==> src/rtl/dmem_arb_pkg.sv <==
// Shared types for the M-stage data-memory lane arbiter: state encoding and lane selects.
// Read by dmem_lane_arbiter; the optional load merge is controlled by DMEM_LOADMERGE_EN.
package dmem_arb_pkg;

  typedef enum logic {
    ARB_IDLE   = 1'b0,
    ARB_SECOND = 1'b1
  } arb_state_e;

  localparam logic LANE_ODD  = 1'b0;
  localparam logic LANE_EVEN = 1'b1;

  // Two byte addresses fall in the same 32-bit word.
  function automatic logic same_word(input logic [31:0] a, input logic [31:0] b);
    return a[31:2] == b[31:2];
  endfunction

endpackage

==> src/rtl/dmem_lane_arbiter_if.sv <==
// M-stage lane request / data-memory bus seen by dmem_lane_arbiter.
// slave: the arbiter; master: the pipeline plus memory environment driving it.
interface dmem_lane_arbiter_if;

  logic        memreqmODD;
  logic        memreqmEVEN;
  logic        memwritemODD;
  logic        memwritemEVEN;
  logic [31:0] aluoutmODD;
  logic [31:0] aluoutmEVEN;
  logic [31:0] writedatamODD;
  logic [31:0] writedatamEVEN;
  logic [31:0] readdatamODD;
  logic [31:0] readdatamEVEN;
  logic        stallm;
  logic [31:0] dmem_a;
  logic [31:0] dmem_wd;
  logic        dmem_we;
  logic [31:0] dmem_rd;

  modport slave (
    input  memreqmODD, memreqmEVEN, memwritemODD, memwritemEVEN,
    input  aluoutmODD, aluoutmEVEN, writedatamODD, writedatamEVEN,
    input  dmem_rd,
    output readdatamODD, readdatamEVEN, stallm,
    output dmem_a, dmem_wd, dmem_we
  );

  modport master (
    output memreqmODD, memreqmEVEN, memwritemODD, memwritemEVEN,
    output aluoutmODD, aluoutmEVEN, writedatamODD, writedatamEVEN,
    output dmem_rd,
    input  readdatamODD, readdatamEVEN, stallm,
    input  dmem_a, dmem_wd, dmem_we
  );

endinterface

==> src/rtl/flopenr.sv <==
// Enabled register with synchronous active-high reset to zero.
module flopenr #(
  parameter int unsigned Width = 8
) (
  input  logic             clk_i,
  input  logic             reset_i,
  input  logic             en_i,
  input  logic [Width-1:0] d_i,
  output logic [Width-1:0] q_o
);

  always_ff @(posedge clk_i) begin
    if (reset_i) begin
      q_o <= '0;
    end else if (en_i) begin
      q_o <= d_i;
    end
  end

endmodule

==> src/rtl/mux2.sv <==
// Two-input multiplexer; s_i=1 selects d1_i.
module mux2 #(
  parameter int unsigned Width = 8
) (
  input  logic [Width-1:0] d0_i,
  input  logic [Width-1:0] d1_i,
  input  logic             s_i,
  output logic [Width-1:0] y_o
);

  assign y_o = s_i ? d1_i : d0_i;

endmodule

==> src/rtl/dmem_lane_arbiter.sv <==
// Shares one single-ported data memory between the ODD and EVEN M-stage lanes, serialising
// dual accesses ODD-then-EVEN with a one-cycle stall. DMEM_LOADMERGE_EN merges same-word loads.
module dmem_lane_arbiter
  import dmem_arb_pkg::*;
(
  input  logic                 clk,
  input  logic                 reset,
  dmem_lane_arbiter_if.slave   bus
);

  arb_state_e  state_q, state_d;
  logic        merge;
  logic        conflict;
  logic        lane_sel;
  logic        stall;
  logic        we;
  logic        hold_sel;
  logic [31:0] hold_q;
  logic [31:0] addr_mux;
  logic [31:0] wd_mux;
  logic [31:0] rd_odd_mux;

`ifdef DMEM_LOADMERGE_EN
  assign merge = ~bus.memwritemODD & ~bus.memwritemEVEN &
                 same_word(bus.aluoutmODD, bus.aluoutmEVEN);
`else
  assign merge = 1'b0;
`endif

  assign conflict = bus.memreqmODD & bus.memreqmEVEN & ~merge;

  always_comb begin
    state_d  = state_q;
    lane_sel = LANE_ODD;
    stall    = 1'b0;
    unique case (state_q)
      ARB_IDLE: begin
        if (conflict) begin
          stall   = 1'b1;
          state_d = ARB_SECOND;
        end else if (bus.memreqmEVEN && !bus.memreqmODD) begin
          lane_sel = LANE_EVEN;
        end
      end
      ARB_SECOND: begin
        lane_sel = LANE_EVEN;
        state_d  = ARB_IDLE;
      end
      default: state_d = ARB_IDLE;
    endcase

    // Only the granted lane may write; a merged pair is two loads so never writes.
    we = (lane_sel == LANE_EVEN) ? (bus.memreqmEVEN & bus.memwritemEVEN)
                                 : (bus.memreqmODD & bus.memwritemODD);

    // Reset also aborts a pending EVEN access in ARB_SECOND.
    if (reset) begin
      stall = 1'b0;
      we    = 1'b0;
    end
  end

  always_ff @(posedge clk) begin
    if (reset) begin
      state_q <= ARB_IDLE;
    end else begin
      state_q <= state_d;
    end
  end

  // stall is only high on the ARB_IDLE conflict cycle, which is exactly when ODD's data lands.
  flopenr #(.Width(32)) u_hold (
    .clk_i   (clk),
    .reset_i (reset),
    .en_i    (stall),
    .d_i     (bus.dmem_rd),
    .q_o     (hold_q)
  );

  mux2 #(.Width(32)) u_addr_mux (
    .d0_i (bus.aluoutmODD),
    .d1_i (bus.aluoutmEVEN),
    .s_i  (lane_sel),
    .y_o  (addr_mux)
  );

  mux2 #(.Width(32)) u_wd_mux (
    .d0_i (bus.writedatamODD),
    .d1_i (bus.writedatamEVEN),
    .s_i  (lane_sel),
    .y_o  (wd_mux)
  );

  assign hold_sel = (state_q == ARB_SECOND);

  mux2 #(.Width(32)) u_rd_odd_mux (
    .d0_i (bus.dmem_rd),
    .d1_i (hold_q),
    .s_i  (hold_sel),
    .y_o  (rd_odd_mux)
  );

  assign bus.dmem_a        = addr_mux;
  assign bus.dmem_wd       = wd_mux;
  assign bus.dmem_we       = we;
  assign bus.stallm        = stall;
  assign bus.readdatamODD  = rd_odd_mux;
  assign bus.readdatamEVEN = bus.dmem_rd;

endmodule

==> src/flat_wrapper.sv <==
// flat-port wrapper written by rule: the top's interface ports become plain ports
module dmem_lane_arbiter_flat import dmem_arb_pkg::*;
  (clk, reset, bus_memreqmODD, bus_memreqmEVEN, bus_memwritemODD, bus_memwritemEVEN, bus_aluoutmODD, bus_aluoutmEVEN, bus_writedatamODD, bus_writedatamEVEN, bus_dmem_rd, bus_readdatamODD, bus_readdatamEVEN, bus_stallm, bus_dmem_a, bus_dmem_wd, bus_dmem_we);
  dmem_lane_arbiter_if bus_i ();
  input  logic clk;
  input  logic reset;
  input wire logic [$bits(bus_i.memreqmODD)-1:0] bus_memreqmODD;
  input wire logic [$bits(bus_i.memreqmEVEN)-1:0] bus_memreqmEVEN;
  input wire logic [$bits(bus_i.memwritemODD)-1:0] bus_memwritemODD;
  input wire logic [$bits(bus_i.memwritemEVEN)-1:0] bus_memwritemEVEN;
  input wire logic [$bits(bus_i.aluoutmODD)-1:0] bus_aluoutmODD;
  input wire logic [$bits(bus_i.aluoutmEVEN)-1:0] bus_aluoutmEVEN;
  input wire logic [$bits(bus_i.writedatamODD)-1:0] bus_writedatamODD;
  input wire logic [$bits(bus_i.writedatamEVEN)-1:0] bus_writedatamEVEN;
  input wire logic [$bits(bus_i.dmem_rd)-1:0] bus_dmem_rd;
  output wire logic [$bits(bus_i.readdatamODD)-1:0] bus_readdatamODD;
  output wire logic [$bits(bus_i.readdatamEVEN)-1:0] bus_readdatamEVEN;
  output wire logic [$bits(bus_i.stallm)-1:0] bus_stallm;
  output wire logic [$bits(bus_i.dmem_a)-1:0] bus_dmem_a;
  output wire logic [$bits(bus_i.dmem_wd)-1:0] bus_dmem_wd;
  output wire logic [$bits(bus_i.dmem_we)-1:0] bus_dmem_we;
  assign bus_i.memreqmODD = bus_memreqmODD;
  assign bus_i.memreqmEVEN = bus_memreqmEVEN;
  assign bus_i.memwritemODD = bus_memwritemODD;
  assign bus_i.memwritemEVEN = bus_memwritemEVEN;
  assign bus_i.aluoutmODD = bus_aluoutmODD;
  assign bus_i.aluoutmEVEN = bus_aluoutmEVEN;
  assign bus_i.writedatamODD = bus_writedatamODD;
  assign bus_i.writedatamEVEN = bus_writedatamEVEN;
  assign bus_i.dmem_rd = bus_dmem_rd;
  assign bus_readdatamODD = bus_i.readdatamODD;
  assign bus_readdatamEVEN = bus_i.readdatamEVEN;
  assign bus_stallm = bus_i.stallm;
  assign bus_dmem_a = bus_i.dmem_a;
  assign bus_dmem_wd = bus_i.dmem_wd;
  assign bus_dmem_we = bus_i.dmem_we;
  dmem_lane_arbiter u_core (.clk(clk), .reset(reset), .bus(bus_i));
endmodule
==> config.mk <==
export PLATFORM = sky130hd
export DESIGN_NAME = dmem_lane_arbiter_flat
export DESIGN_NICKNAME = d
export VERILOG_FILES = /design/src/rtl/dmem_arb_pkg.sv /design/src/rtl/dmem_lane_arbiter_if.sv /design/src/rtl/flopenr.sv /design/src/rtl/mux2.sv /design/src/rtl/dmem_lane_arbiter.sv /design/src/flat_wrapper.sv
export SDC_FILE = /design/constraint.sdc
export NUM_CORES = 1
export LEC_CHECK = 0
export ABC_CLOCK_PERIOD_IN_PS = 3550
export CAP_MARGIN = 20
export CORE_AREA = 2 2 114 116
export DETAILED_ROUTE_END_ITERATION = 6
export DIE_AREA = 0 0 116 118
export GPL_ROUTABILITY_DRIVEN = 0
export GPL_TIMING_DRIVEN = 1
export SLEW_MARGIN = 20
export SYNTH_ARGS = -nofsm -noshare
export SYNTH_HDL_FRONTEND = slang
export SYNTH_SLANG_ARGS = --single-unit
==> constraint.sdc <==
create_clock -name clk -period 3.55 [get_ports clk]
set_input_delay 0.5325 -clock clk [delete_from_list [all_inputs] [get_ports clk]]
set_output_delay 0.5325 -clock clk [all_outputs]
set_load 0.01 [all_outputs]
==> results.json <==
{
  "grt.total_usage": 0.1648,
  "status": "complete, no violations",
  "rsz0062_at_grt": "false",
  "min_period_over_period": 0.8798,
  "synth_top_family_by_area": "multiplexers",
  "synth_compound_area_frac": 0.07377,
  "die-area_um2": 13690,
  "clock_path_buffers": 2,
  "critPathBufInv": 4,
  "synthSimpleGateAreaFrac": 0.1060,
  "synth.distinct_cells": 15,
  "root_buffer": "clkbuf_16",
  "worst_pin_slew_ns": 0.4850,
  "drt_wl_total_mm": 12.07,
  "vias_per_cell": 4.192,
  "worst_path_most_repeated_cell": "clkdlybuf4s50_1",
  "core_um2": 12410,
  "first_iter_violations": 91,
  "dpl_worst_slack_ns": 0.3882,
  "grt_pass1_wl_mm": 17.35,
  "drc": 0,
  "synth-seq-cells": 33,
  "ir_drop_mv": 0.1932,
  "path_clk_slew_ns": 0.06,
  "syn_area_um2": 2561,
  "num_vias": 3006,
  "fin_crit_ns": 3.123,
  "synth_top_cell_area_share": 0.4001,
  "synth_adder_area_share": 0,
  "arrival_ns": 2.59,
  "crit_start": "bus_memreqmODD",
  "holdCritStartpoint": "u_core.u_hold.q_o[28]",
  "ioPinCount": 296,
  "setup_violations": 0,
  "port_buffers": 295,
  "startpoint_type": "input port",
  "slowest_delay_ns": 0.53,
  "hpwl_mm": 9.973,
  "cap_violations": 0,
  "avgSynthCellArea_um2": 8.924,
  "max_freq_mhz": 320.2,
  "p_leak_nw": 2.038,
  "cts.sinks": 33,
  "final_net_count": 707,
  "initial_core_util": 0.2063,
  "synth_xor_area_frac": 0,
  "hp-class": "flip-flop to flip-flop",
  "insertion_delay_ns": 0.27,
  "drt_pass1_iterations": 4,
  "h-tree-depth": 2,
  "yosys.area.top_type": "mux2_2",
  "cpLargestDelayFamily": "buffers and inverters",
  "cts_setup_buffers": 0,
  "placed_cells": 706,
  "r2r-start": "u_core.hold_sel",
  "synth_warnings": 0,
  "yosys-top-cells-area": "mux2_2 (40%), dfxtp_1 (26%), buf_4 (11%), nand2_1 (9.4%), a21oi_1 (6.4%)",
  "grt_overflow": 0,
  "timing.setup.tns_ns": 0,
  "grt_max_degree": 65,
  "wire_per_inst_um": 16.84,
  "final_max_slew_viol_count": 0,
  "cts_hold_buf": 0,
  "fin_cells": 717,
  "synthesis.nets": 453,
  "drive_above_1_share": 0.1956,
  "fin_skew_ns": 0.003386,
  "path_class": "input port to primary output",
  "cp_cell_sequence": "clkdlybuf4s50_1, inv_1, a21oi_4, buf_12, mux2_2, clkdlybuf4s50_1",
  "dieWidth_um": 116,
  "synth.area.mux_share": 0.4221,
  "synth_cells": 287,
  "ant_nets": 0,
  "ys_seq_area_frac": 0.2579,
  "die_y_um": 118,
  "max-slew-margin-rel": 0.6757,
  "final-hold-violation-count": 0,
  "critPathRequiredTime_ns": 3.02,
  "pwr_density_cell_nw_per_um2": 269.1,
  "end_kind": "primary output",
  "grt_pass1_vias": 2992,
  "placementRows": 41,
  "setup_ws_ns": 0.4269,
  "cts_tree": "built",
  "area_growth_syn_to_layout_pct": 118.1,
  "power_mw": 1.503,
  "antenna_found_initial": 3,
  "cts-resized-gates": 0,
  "cts_buffers": 5,
  "critical_path.slowest_cell": "clkdlybuf4s50_1",
  "path_max_fanout": 64
}
==> synth_stat cells (all sizes together) <==
cell type,instances
a21oi,34
and3b,1
buf,50
clkbuf,3
dfxtp,33
inv,1
mux2,96
nand2,64
nand3b,2
nor2,2
o211ai,1
==> worst min-delay path: stages, from the launching register on <==
cell and delay [ns]:
dfxtp_1 0.30, nand2_1 0.05, a21oi_1 0.05
==> routing by layer <==
metal | vias up | wire length (um) | global-route usage
li1 | 1463 | - | -
met1 | 1374 | 4419 | 0.1789
met2 | 157 | 6393 | 0.3012
met3 | 12 | 1042 | 0.04377
met4 | 0 | 214 | 0.06027
met5 | - | 0 | 0
==> final cells by class <==
cell class / instances / area (um2)
antenna: 3 / 7.507
clock inverter: 2 / 13.76
fill: 1237 / 6829
inverter: 1 / 3.754
timing repair buffer: 300 / 3003
tap: 172 / 215.2
clock buffer: 6 / 138.9
multi-input combinational: 200 / 1541
sequential: 33 / 661.9
==> registers in the layout (all words and copies together) (netlist names) <==
name               cells
u_core.hold_sel        1
u_core.u_hold.q_o     32
==> logic make-up after synthesis <==
| logic type | Yosys count |
|---|---|
| compound gates | 35 |
| simple gates | 69 |
| mux | 96 |
| flops | 33 |
| buf+inv | 54 |
==> cell usage in the layout, fill, tap and decap left out <==
| cell type | Yosys | routed |
|---|---|---|
| clkinv_4 | 0 | 1 |
| diode_2 | 0 | 3 |
| nor2_1 | 2 | 2 |
| a21oi_4 | 1 | 1 |
| dfxtp_2 | 0 | 1 |
| mux2_1 | 5 | 5 |
| nand2_1 | 64 | 64 |
| dfxtp_1 | 33 | 32 |
| inv_1 | 1 | 1 |
| a21oi_1 | 33 | 33 |
| buf_4 | 38 | 4 |
| clkdlybuf4s50_1 | 0 | 295 |
| mux2_2 | 91 | 91 |
| buf_12 | 0 | 1 |
| o211ai_1 | 1 | 1 |
| clkinv_2 | 0 | 1 |
| nand3b_1 | 2 | 2 |
| clkbuf_8 | 0 | 1 |
| clkbuf_16 | 0 | 5 |
| and3b_1 | 1 | 1 |
==> worst paths after layout <==
check        slack [ns]                     to  cells past startpoint
min reg2reg        0.45  u_core.u_hold.q_o[28]                      2
max                0.43        bus_dmem_wd[15]                      6
max reg2reg        1.97  u_core.u_hold.q_o[24]                      4
min                0.45  u_core.u_hold.q_o[28]                      2
==> through the flow <==
stage	utilization	instance area, um2	hold WS, ns
after global routing	0.4499	5585	0.4712
after floorplan	-	2561	0.4329
final	0.4499	5585	0.4518
after global placement	0.4370	5425	0.4381
after detailed placement	0.4370	5425	0.4466
after CTS	0.4493	5578	0.4537
==> power breakdown <==
part / total, mW / switching [mW] / internal, mW
clock network: 0.438 / 0.160 / 0.279
registers: 0.399 / 0.0111 / 0.388
logic: 0.665 / 0.225 / 0.440
Power figures use the tool's default switching activity.
